--- src/rtl/unified_mem_arbiter_if.sv ---
// Bus bundle between the pipeline (fetch + MEM stage), the arbiter and the
// single-port memory.
//   slave  : arbiter view (takes requests and read data, drives grants,
//            responses and the memory command)
//   master : environment view (pipeline requesters plus the memory model)
interface unified_mem_arbiter_if #(
  parameter int ADDR_W = 12
);
  // instruction-fetch port
  logic              I_REQ;
  logic [ADDR_W-1:0] I_ADDR;
  logic              I_GNT;
  logic              I_RVALID;
  logic [31:0]       I_RDATA;
  // data (MEM-stage) port
  logic              D_REQ;
  logic              D_WE;
  logic [3:0]        D_BE;
  logic [ADDR_W-1:0] D_ADDR;
  logic [31:0]       D_WDATA;
  logic              D_GNT;
  logic              D_RVALID;
  logic [31:0]       D_RDATA;
  // memory side
  logic              M_CSN;
  logic              M_WEN;
  logic [3:0]        M_BE;
  logic [ADDR_W-1:0] M_ADDR;
  logic [31:0]       M_DOUT;
  logic [31:0]       M_DI;

  modport slave (
    input  I_REQ, I_ADDR,
    output I_GNT, I_RVALID, I_RDATA,
    input  D_REQ, D_WE, D_BE, D_ADDR, D_WDATA,
    output D_GNT, D_RVALID, D_RDATA,
    output M_CSN, M_WEN, M_BE, M_ADDR, M_DOUT,
    input  M_DI
  );

  modport master (
    output I_REQ, I_ADDR,
    input  I_GNT, I_RVALID, I_RDATA,
    output D_REQ, D_WE, D_BE, D_ADDR, D_WDATA,
    input  D_GNT, D_RVALID, D_RDATA,
    input  M_CSN, M_WEN, M_BE, M_ADDR, M_DOUT,
    output M_DI
  );
endinterface

--- src/rtl/unified_mem_arbiter.sv ---
// unified_mem_arbiter: shares one single-port synchronous memory between the
// instruction-fetch port and the data port. Data has priority; after MAX_WAIT
// consecutive denied fetch cycles the fetch port is granted ahead of data.
// Read data returns one cycle after the grant, routed to its owner.
// Optional: define UMA_PERF_CNT_EN to add CONFLICT_CNT / FORCE_CNT outputs.
module unified_mem_arbiter #(
  parameter int ADDR_W   = 12,
  parameter int MAX_WAIT = 3
) (
  input  logic                  CLK,
  input  logic                  RST,
  unified_mem_arbiter_if.slave  bus,
  output logic                  STARVE
`ifdef UMA_PERF_CNT_EN
  ,
  output logic [31:0]           CONFLICT_CNT,
  output logic [15:0]           FORCE_CNT
`endif
);

  typedef enum logic [1:0] {IDLE, I_OWN, D_OWN, I_FORCE} stateT;
  typedef enum logic [1:0] {RSP_NONE, RSP_I, RSP_D} rspT;

  localparam logic [3:0]        MAX_W     = 4'(MAX_WAIT);
  localparam logic [ADDR_W-1:0] WORD_MASK = {{(ADDR_W-2){1'b1}}, 2'b00};

  stateT       state, stateNext;
  rspT         rspTag, rspNext;
  logic [3:0]  waitCnt, waitNext;
  logic        iGnt, dGnt;
  logic [31:0] iHold, dHold;

  // State, starvation counter, response tag and STARVE flag registers
  always_ff @(posedge CLK or posedge RST) begin
    if (RST) begin
      state   <= IDLE;
      waitCnt <= '0;
      rspTag  <= RSP_NONE;
      STARVE  <= 1'b0;
    end else begin
      state   <= stateNext;
      waitCnt <= waitNext;
      rspTag  <= rspNext;
      STARVE  <= (stateNext == I_FORCE) || (waitNext == MAX_W);
    end
  end

  // Arbitration, starvation counting and next-state selection
  always_comb begin
    iGnt      = 1'b0;
    dGnt      = 1'b0;
    waitNext  = '0;
    stateNext = IDLE;
    rspNext   = RSP_NONE;
    if (!RST) begin
      // In I_FORCE only the fetch port may win; a dropped fetch idles a cycle.
      if (state == I_FORCE)  iGnt = bus.I_REQ;
      else if (bus.D_REQ)    dGnt = 1'b1;
      else if (bus.I_REQ)    iGnt = 1'b1;
    end
    if (bus.I_REQ && !iGnt)
      waitNext = (waitCnt == MAX_W) ? MAX_W : waitCnt + 4'd1;
    // The forced state is entered as soon as the counter reaches its limit.
    if (waitNext == MAX_W) stateNext = I_FORCE;
    else if (iGnt)         stateNext = I_OWN;
    else if (dGnt)         stateNext = D_OWN;
    if (iGnt)                   rspNext = RSP_I;
    else if (dGnt && !bus.D_WE) rspNext = RSP_D;
  end

  // Memory command driven from the winning port
  always_comb begin
    bus.M_CSN  = 1'b1;
    bus.M_WEN  = 1'b1;
    bus.M_BE   = '0;
    bus.M_ADDR = '0;
    bus.M_DOUT = '0;
    if (dGnt) begin
      bus.M_CSN  = 1'b0;
      bus.M_WEN  = !bus.D_WE;
      bus.M_BE   = bus.D_WE ? bus.D_BE : 4'b1111;
      bus.M_ADDR = bus.D_ADDR & WORD_MASK;
      bus.M_DOUT = bus.D_WDATA;
    end else if (iGnt) begin
      bus.M_CSN  = 1'b0;
      bus.M_BE   = 4'b1111;
      bus.M_ADDR = bus.I_ADDR & WORD_MASK;
    end
  end

  // Grants go straight out to the requesters
  always_comb begin
    bus.I_GNT = iGnt;
    bus.D_GNT = dGnt;
  end

  // Hold registers keep the last delivered word for each port
  always_ff @(posedge CLK or posedge RST) begin
    if (RST) begin
      iHold <= '0;
      dHold <= '0;
    end else begin
      if (rspTag == RSP_I) iHold <= bus.M_DI;
      if (rspTag == RSP_D) dHold <= bus.M_DI;
    end
  end

  // Response routing: live memory data on the valid cycle, held data otherwise
  always_comb begin
    bus.I_RVALID = (rspTag == RSP_I);
    bus.D_RVALID = (rspTag == RSP_D);
    bus.I_RDATA  = (rspTag == RSP_I) ? bus.M_DI : iHold;
    bus.D_RDATA  = (rspTag == RSP_D) ? bus.M_DI : dHold;
  end

`ifdef UMA_PERF_CNT_EN
  // Performance counters: request conflicts and forced fetch grants
  always_ff @(posedge CLK or posedge RST) begin
    if (RST) begin
      CONFLICT_CNT <= '0;
      FORCE_CNT    <= '0;
    end else begin
      if (bus.I_REQ && bus.D_REQ)     CONFLICT_CNT <= CONFLICT_CNT + 32'd1;
      if (iGnt && (state == I_FORCE)) FORCE_CNT    <= FORCE_CNT + 16'd1;
    end
  end
`endif

endmodule

--- src/flat_wrapper.sv ---
// flat-port wrapper written by rule: the top's interface ports become plain ports
module unified_mem_arbiter_flat 
#(
  parameter int ADDR_W   = 12,
  parameter int MAX_WAIT = 3
)
  (CLK, RST, STARVE, bus_I_REQ, bus_I_ADDR, bus_I_GNT, bus_I_RVALID, bus_I_RDATA, bus_D_REQ, bus_D_WE, bus_D_BE, bus_D_ADDR, bus_D_WDATA, bus_D_GNT, bus_D_RVALID, bus_D_RDATA, bus_M_CSN, bus_M_WEN, bus_M_BE, bus_M_ADDR, bus_M_DOUT, bus_M_DI);
  unified_mem_arbiter_if #(.ADDR_W(ADDR_W)) bus_i ();
  input  logic CLK;
  input  logic RST;
  output logic STARVE;
  input wire logic [$bits(bus_i.I_REQ)-1:0] bus_I_REQ;
  input wire logic [$bits(bus_i.I_ADDR)-1:0] bus_I_ADDR;
  output wire logic [$bits(bus_i.I_GNT)-1:0] bus_I_GNT;
  output wire logic [$bits(bus_i.I_RVALID)-1:0] bus_I_RVALID;
  output wire logic [$bits(bus_i.I_RDATA)-1:0] bus_I_RDATA;
  input wire logic [$bits(bus_i.D_REQ)-1:0] bus_D_REQ;
  input wire logic [$bits(bus_i.D_WE)-1:0] bus_D_WE;
  input wire logic [$bits(bus_i.D_BE)-1:0] bus_D_BE;
  input wire logic [$bits(bus_i.D_ADDR)-1:0] bus_D_ADDR;
  input wire logic [$bits(bus_i.D_WDATA)-1:0] bus_D_WDATA;
  output wire logic [$bits(bus_i.D_GNT)-1:0] bus_D_GNT;
  output wire logic [$bits(bus_i.D_RVALID)-1:0] bus_D_RVALID;
  output wire logic [$bits(bus_i.D_RDATA)-1:0] bus_D_RDATA;
  output wire logic [$bits(bus_i.M_CSN)-1:0] bus_M_CSN;
  output wire logic [$bits(bus_i.M_WEN)-1:0] bus_M_WEN;
  output wire logic [$bits(bus_i.M_BE)-1:0] bus_M_BE;
  output wire logic [$bits(bus_i.M_ADDR)-1:0] bus_M_ADDR;
  output wire logic [$bits(bus_i.M_DOUT)-1:0] bus_M_DOUT;
  input wire logic [$bits(bus_i.M_DI)-1:0] bus_M_DI;
  assign bus_i.I_REQ = bus_I_REQ;
  assign bus_i.I_ADDR = bus_I_ADDR;
  assign bus_I_GNT = bus_i.I_GNT;
  assign bus_I_RVALID = bus_i.I_RVALID;
  assign bus_I_RDATA = bus_i.I_RDATA;
  assign bus_i.D_REQ = bus_D_REQ;
  assign bus_i.D_WE = bus_D_WE;
  assign bus_i.D_BE = bus_D_BE;
  assign bus_i.D_ADDR = bus_D_ADDR;
  assign bus_i.D_WDATA = bus_D_WDATA;
  assign bus_D_GNT = bus_i.D_GNT;
  assign bus_D_RVALID = bus_i.D_RVALID;
  assign bus_D_RDATA = bus_i.D_RDATA;
  assign bus_M_CSN = bus_i.M_CSN;
  assign bus_M_WEN = bus_i.M_WEN;
  assign bus_M_BE = bus_i.M_BE;
  assign bus_M_ADDR = bus_i.M_ADDR;
  assign bus_M_DOUT = bus_i.M_DOUT;
  assign bus_i.M_DI = bus_M_DI;
  unified_mem_arbiter #(.ADDR_W(ADDR_W), .MAX_WAIT(MAX_WAIT)) u_core (.CLK(CLK), .RST(RST), .bus(bus_i), .STARVE(STARVE));
endmodule
--- config.mk ---
export PLATFORM = sky130hd
export DESIGN_NAME = unified_mem_arbiter_flat
export DESIGN_NICKNAME = d
export VERILOG_FILES = /design/src/rtl/unified_mem_arbiter_if.sv /design/src/rtl/unified_mem_arbiter.sv /design/src/flat_wrapper.sv
export SDC_FILE = /design/constraint.sdc
export NUM_CORES = 1
export LEC_CHECK = 0
export CAP_MARGIN = 10
export CORE_MARGIN = 2
export CORE_UTILIZATION = 39
export DETAILED_ROUTE_END_ITERATION = 8
export PLACE_DENSITY = 0.87
export SLEW_MARGIN = 20
export SYNTH_ARGS = -nofsm -noshare
export SYNTH_HDL_FRONTEND = slang
export SYNTH_SLANG_ARGS = --single-unit
--- constraint.sdc ---
create_clock -name CLK -period 10.7 [get_ports CLK]
set_input_delay 1.07 -clock CLK [delete_from_list [all_inputs] [get_ports CLK]]
set_output_delay 1.07 -clock CLK [all_outputs]
set_load 0.01 [all_outputs]
# Word-level counts from Yosys, hierarchy flattened
# Cells that the tools add are included.
[totals]
output_inout_bits = 119
regBits = 73
in_bits = 97
mem_bits_ro = 0
latchBits = 0
ramBits = 0
elab_cells = 43
memories = 0
[op_classes]
n_div = 0
shifts = 0
n_mux = 25
bitwise_logic = 0
n_eq_ne = 6
reduce_logical = 5
mul = 0
order_cmp = 0
add_sub_neg = 1
[op_table]
columns = ["operator", "count"]
rows = [
  ["32-bit 2-to-1 mux", 3],
  ["12-bit 2-to-1 mux", 2],
  ["4-bit 2-to-1 mux", 5],
  ["1-bit 2-to-1 mux", 10],
  ["2-bit 2-to-1 mux", 5],
  ["4-bit by 2-bit equality test with 1-bit output, second input constant", 2],
  ["2-bit equality test, second input constant", 3],
  ["4-bit by 1-bit adder with 4-bit output, second input constant", 1],
  ["2-bit by 1-bit equality test with 1-bit output, second input constant", 1],
  ["1-bit logical AND", 2],
  ["1-bit zero test", 2],
  ["1-bit logical OR", 1],
]

# Logic depth before layout (Yosys ltp)
[logic_depth]
ltp_word = 11
depth_mapped = 5
mapped_depth_nobuf = 4

# Worst setup path after synthesis
# No wires, ideal clock.
[synth_path]
kind = "input to output"
startpoint = "in RST"
endpoint = "out bus_M_CSN"
t_arrival_ps = 4096
path_slack_ps = 5534
stages = 3
required_time_ps = 9630
n_path_buf = 1
path_cell_list = "inv_2 -> clkbuf_1 -> o21ai_0"
[synth_via]
elab_chain_cells = 3
word_cells_on_any_way = 4
cone_classes = "mux (4)"
[synth_lines]
columns = ["item", "line", "rtl"]
rows = [
  ["from (decl)", "flat_wrapper.sv:10", "input logic RST;"],
  ["1-bit 2-to-1 mux", "unified_mem_arbiter.sv:55", "if (!RST) begin"],
  ["1-bit 2-to-1 mux", "unified_mem_arbiter.sv:84", "end else if (iGnt) begin"],
  ["1-bit 2-to-1 mux *", "unified_mem_arbiter.sv:78", "if (dGnt) begin"],
  ["to (decl)", "flat_wrapper.sv:25", "output wire logic [$bits(bus_i.M_CSN)-1:0] bus_M_CSN;"],
]
# Every way passes the cells marked *; elsewhere a longest branch is shown, timed or not.

# Final worst setup path
[layout_path]
startpoint = "in RST"
endpoint = "out bus_M_DOUT[31]"
[layout_via]
elab_chain_cells = 2
[layout_lines]
columns = ["item", "line", "rtl"]
rows = [
  ["1-bit 2-to-1 mux", "unified_mem_arbiter.sv:55", ""],
  ["32-bit 2-to-1 mux", "unified_mem_arbiter.sv:78", ""],
  ["to (decl)", "flat_wrapper.sv:29", "output wire logic [$bits(bus_i.M_DOUT)-1:0] bus_M_DOUT;"],
]
# Every way passes these cells.

==> impl_table.tex <==
\begin{tabular}{lr}
\hline
Metric & Value \\
\hline
\multicolumn{2}{l}{\textbf{Yosys}} \\
Cell type with the largest total area after synthesis & sky130\_fd\_sc\_hd\_\_dfrtp\_1 \\
Number of cells produced by synthesis & roughly 240 \\
Number of synthesized register bits & 73 \\
Post-synth EDFFs & 0 \\
Post-synth ARST share & 100\% \\
Ys flop type & sky130\_fd\_sc\_hd\_\_dfrtp\_1 \\
Synthesis Warnings & 0 \\
Top cell type's share of synthesized area & a little under three fifths \\
Dominant cells by area after synthesis & sky130\_fd\_sc\_hd\_\_dfrtp\_1, sky130\_fd\_sc\_hd\_\_mux2\_2, sky130\_fd\_sc\_hd\_\_and3\_1, sky130\_fd\_sc\_hd\_\_buf\_6, sky130\_fd\_sc\_hd\_\_a22o\_1 \\
Area of the mapped netlist & around 3200 um\^{}2 \\
Distinct cells, synth & 28 \\
Share of the yosys chip area belonging to registers & 56.5\% \\
Average footprint of a synthesized cell & 13.5 um\^{}2 \\
\multicolumn{2}{l}{\textbf{Global routing}} \\
Met3 GRT Util & under 10\% \\
Overall Global Routing Usage & between 10\% and 20\% \\
Global-route wire length before repair & roughly 14000 um \\
Via count of the first global-routing pass & $\sim$2.7k \\
GRT overflow & 0 \\
GRT Max-Usage Layer & met2 \\
Met2 usage & 34.4\% \\
Largest net degree at the start of global routing & 68 \\
Met1 routing resource usage after global routing & between 20\% and 30\% \\
Antenna violations before repair & 0 \\
\multicolumn{2}{l}{\textbf{Min path}} \\
End point of the worst hold path & u\_core.iHold[1] \\
Class of the tightest hold or removal check & reg2reg \\
Worst hold path stage count & 1 \\
Worst hold path startpoint & u\_core.iHold[1] \\
\multicolumn{2}{l}{\textbf{STA}} \\
RSZ-0062 raised after global routing & no \\
Total of endpoints with negative setup slack in the final report & 0 \\
Total Negative Setup Slacks & 0 ps \\
Post-Route Skew & just under 7 ps \\
Worst slack on hold paths & slightly below 500 ps \\
Worst rel slew slack & 34.4\% \\
Fraction of the cycle the final worst path needs & 43.0\% \\
Max-slew violation count & 0 \\
Worst slew pin tran & $\sim$1000 ps \\
Maximum operating frequency & approximately 0.22 GHz \\
Post-layout min period & between 4000 and 5000 ps \\
Crit path setup slack, layout & just over 6000 ps \\
Final Hold Violating Endpoints & 0 \\
\multicolumn{2}{l}{\textbf{Clock tree}} \\
Clock sink total & 73 \\
Number of hold-repair buffers added at the cts stage & 0 \\
TritonCTS buffer count & 9 \\
Clock transition at the register clock pins on the worst setup and hold paths after CTS & around 80 ps \\
Insertion delay to the later sink of the worst-skew pair & 330 ps \\
Root buffer cell & sky130\_fd\_sc\_hd\_\_clkbuf\_8 \\
Clock tree from TritonCTS & yes \\
Maximum root-to-sink buffer count & 2 \\
Total setup buffers inserted after CTS & 0 \\
Number of gates resized after CTS & 0 \\
Deepest level of the CTS H-tree & 3 \\
\multicolumn{2}{l}{\textbf{Routing}} \\
Via-per-instance ratio & $\sim$4.7 \\
Count of vias placed by the detailed router & roughly 2.6k \\
Routed length per instance & about 16 um \\
Final WL & between 8000 and 9000 um \\
DRC marker count from the first detailed-route iteration & 38 \\
Post-detailed-route count of antenna-violating nets & 0 \\
Number of iterations in the first detailed-routing pass & 4 \\
Remaining DRCs & 0 \\
\multicolumn{2}{l}{\textbf{Worst setup path}} \\
Library cell contributing the largest single delay on the critical path & sky130\_fd\_sc\_hd\_\_buf\_4 \\
Most prevalent standard cell on the critical path & sky130\_fd\_sc\_hd\_\_clkdlybuf4s50\_1 \\
Worst path buffer plus inverter count & 4 \\
Worst reg2reg startpoint & u\_core.rspTag[1] \\
Worst setup slack for register-to-register paths & approximately 9000 ps \\
Depth of the worst register-to-register path & 2 \\
Worst endpoint required time & about 9600 ps \\
Cell-by-cell listing of the critical path & clkdlybuf4s50\_1 -> clkinv\_2 -> buf\_4 -> and3\_2 -> clkdlybuf4s50\_1 \\
Worst path arrival time & about 3500 ps \\
Endpoint type of the worst setup path & output pin \\
Type of origin of the critical path & primary input \\
Terminus of the critical flop-to-flop path & u\_core.iHold[31] \\
Crit path max-delay family & buffers and inverters \\
Max FO, Critical Path & 67 \\
Setup Crit Path Kind & in2out \\
Largest stage delay, worst path & between 600 and 700 ps \\
\multicolumn{2}{l}{\textbf{Die}} \\
Die span in y & $\sim$95 um \\
X dimension of the die & approximately 95 um \\
Std-Cell Core Area & about 8000 um\^{}2 \\
Number of ports placed on the die boundary & 216 \\
Initial core utilization & between 30\% and 40\% \\
Full die area & around 9000 um\^{}2 \\
Row count & 33 \\
\multicolumn{2}{l}{\textbf{Power and ir drop}} \\
Leakage dissipation & 2.36 nW \\
Power Density & approximately 160 nW/um\^{}2 \\
VDD IR max & 0.143 mV \\
\multicolumn{2}{l}{\textbf{Place}} \\
Routability Congestion & $\sim$0.75 \\
Number of I/O port buffers & between 200 and 250 \\
DP Worst Slack & 6020 ps \\
Post-detailed-placement half-perimeter wirelength & 6620 um \\
\multicolumn{2}{l}{\textbf{Flow run}} \\
Reported max-cap violation count & 0 \\
\multicolumn{2}{l}{\textbf{Run status}} \\
Result of the run & finished clean \\
\multicolumn{2}{l}{\textbf{Final layout}} \\
Filler instances & between 600 and 700 \\
Number of antenna diodes & 0 \\
Number of nets in the final layout & 541 \\
Fraction of layout instances using a drive strength above 1 & between 20\% and 30\% \\
Syn-to-layout area delta & 71.3\% \\
\hline
\end{tabular}
[cell families (layout without fill, tap and decap cells)]
| family | after synthesis | count (layout) | synth area share [%] |
|---|---|---|---|
| AOI/OAI and AO/OA | 22 | 22 | 5.11 |
| adders and majority gates | 2 | 2 | 0.736 |
| muxes | 64 | 64 | 22.3 |
| other | 1 | 2 | 0.116 |
| buffers and inverters | 23 | 231 | 4.84 |
| and+or+nand+nor | 53 | 53 | 10.1 |
| xor gates and xnor gates | 1 | 1 | 0.271 |
| DFF | 73 | 73 | 56.5 |
[cell usage in the layout, fill, tap and decap left out, drive strengths merged]
master	instances
clkinvlp	3
clkbuf	10
nor2	4
o21ai	7
o31ai	1
nor2b	5
nand3b	2
buf	1
clkinv	2
clkdlybuf4s50	209
nand2b	3
xor2	1
a21oi	3
conb	2
a22o	10
inv	5
nor3	1
ha	1
nand2	5
and3	32
maj3	1
mux2	64
dfrtp	73
nand3	1
a21boi	1
bufinv	1
[registers in the layout, summed over array words and instances (netlist names)]
| register | count |
|---|---|
| u_core.dHold | 32 |
| u_core.iHold | 32 |
| u_core.waitCnt | 4 |
| u_core.rspTag | 2 |
| u_core.state | 2 |
| u_core.STARVE | 1 |
[report_power, final]
group	total, mW	internal, mW	switching, mW
Clock	0.208	0.108	0.0996
Sequential	0.348	0.333	0.0145
Combinational	0.315	0.195	0.120
Total	0.871	0.636	0.234
[Yosys cell counts, types with 3 or more instances]
| library cell | number |
|---|---|
| sky130_fd_sc_hd__dfrtp_1 | 73 |
| sky130_fd_sc_hd__mux2_2 | 64 |
| sky130_fd_sc_hd__and3_1 | 29 |
| sky130_fd_sc_hd__a22o_1 | 9 |
| sky130_fd_sc_hd__buf_6 | 8 |
| sky130_fd_sc_hd__o21ai_0 | 7 |
| sky130_fd_sc_hd__clkbuf_1 | 6 |
| sky130_fd_sc_hd__nand2_1 | 5 |
| sky130_fd_sc_hd__nor2b_1 | 5 |
| sky130_fd_sc_hd__nor2_1 | 4 |
| sky130_fd_sc_hd__a21oi_1 | 3 |
| sky130_fd_sc_hd__and3_2 | 3 |
| sky130_fd_sc_hd__inv_2 | 3 |
| sky130_fd_sc_hd__nand2b_1 | 3 |
[routing by layer]
| metal | share of wire [%] | vias to the layer above |
|---|---|---|
| li1 | - | 1252 |
| met1 | 40 | 1251 |
| met2 | 52 | 98 |
| met3 | 7.4 | 6 |
| met4 | 0.60 | 0 |
| met5 | 0 | - |
[area by class of cell]
type                    instances  area (um^2)  area share (%)
well taps                     105          131            2.37
clock buffers                  10          128            2.31
repair buffers                210         2100            37.9
multi-input cells             144         1260            22.8
inverters                       5         20.0           0.362
clock inverters                 6         66.3            1.20
flip-flops and latches         73         1830            33.0
[through the flow]
stage	utilization [%]	instance area (um^2)	total power, mW	cells
4_1_cts	68.0	5530	0.884	553
5_1_grt	68.0	5530	0.919	553
6_report	68.0	5530	0.871	553
2_1_floorplan	-	3230	0.485	240
3_5_place_dp	65.6	5340	0.672	537
3_3_place_gp	65.6	5340	0.661	537
[how the worst max path moves through the flow]
stage,slack [ps],cells past startpoint,from,endpoint
floorplan,5530,3,RST,bus_M_CSN
global placement,6070,5,RST,bus_M_DOUT[31]
detailed placement,6020,5,RST,bus_M_DOUT[1]
CTS,6000,5,RST,bus_M_DOUT[1]
global route,5820,5,RST,bus_M_DOUT[31]
finish,6100,5,RST,bus_M_DOUT[31]
No activity file was read; power rests on OpenSTA's default activity.
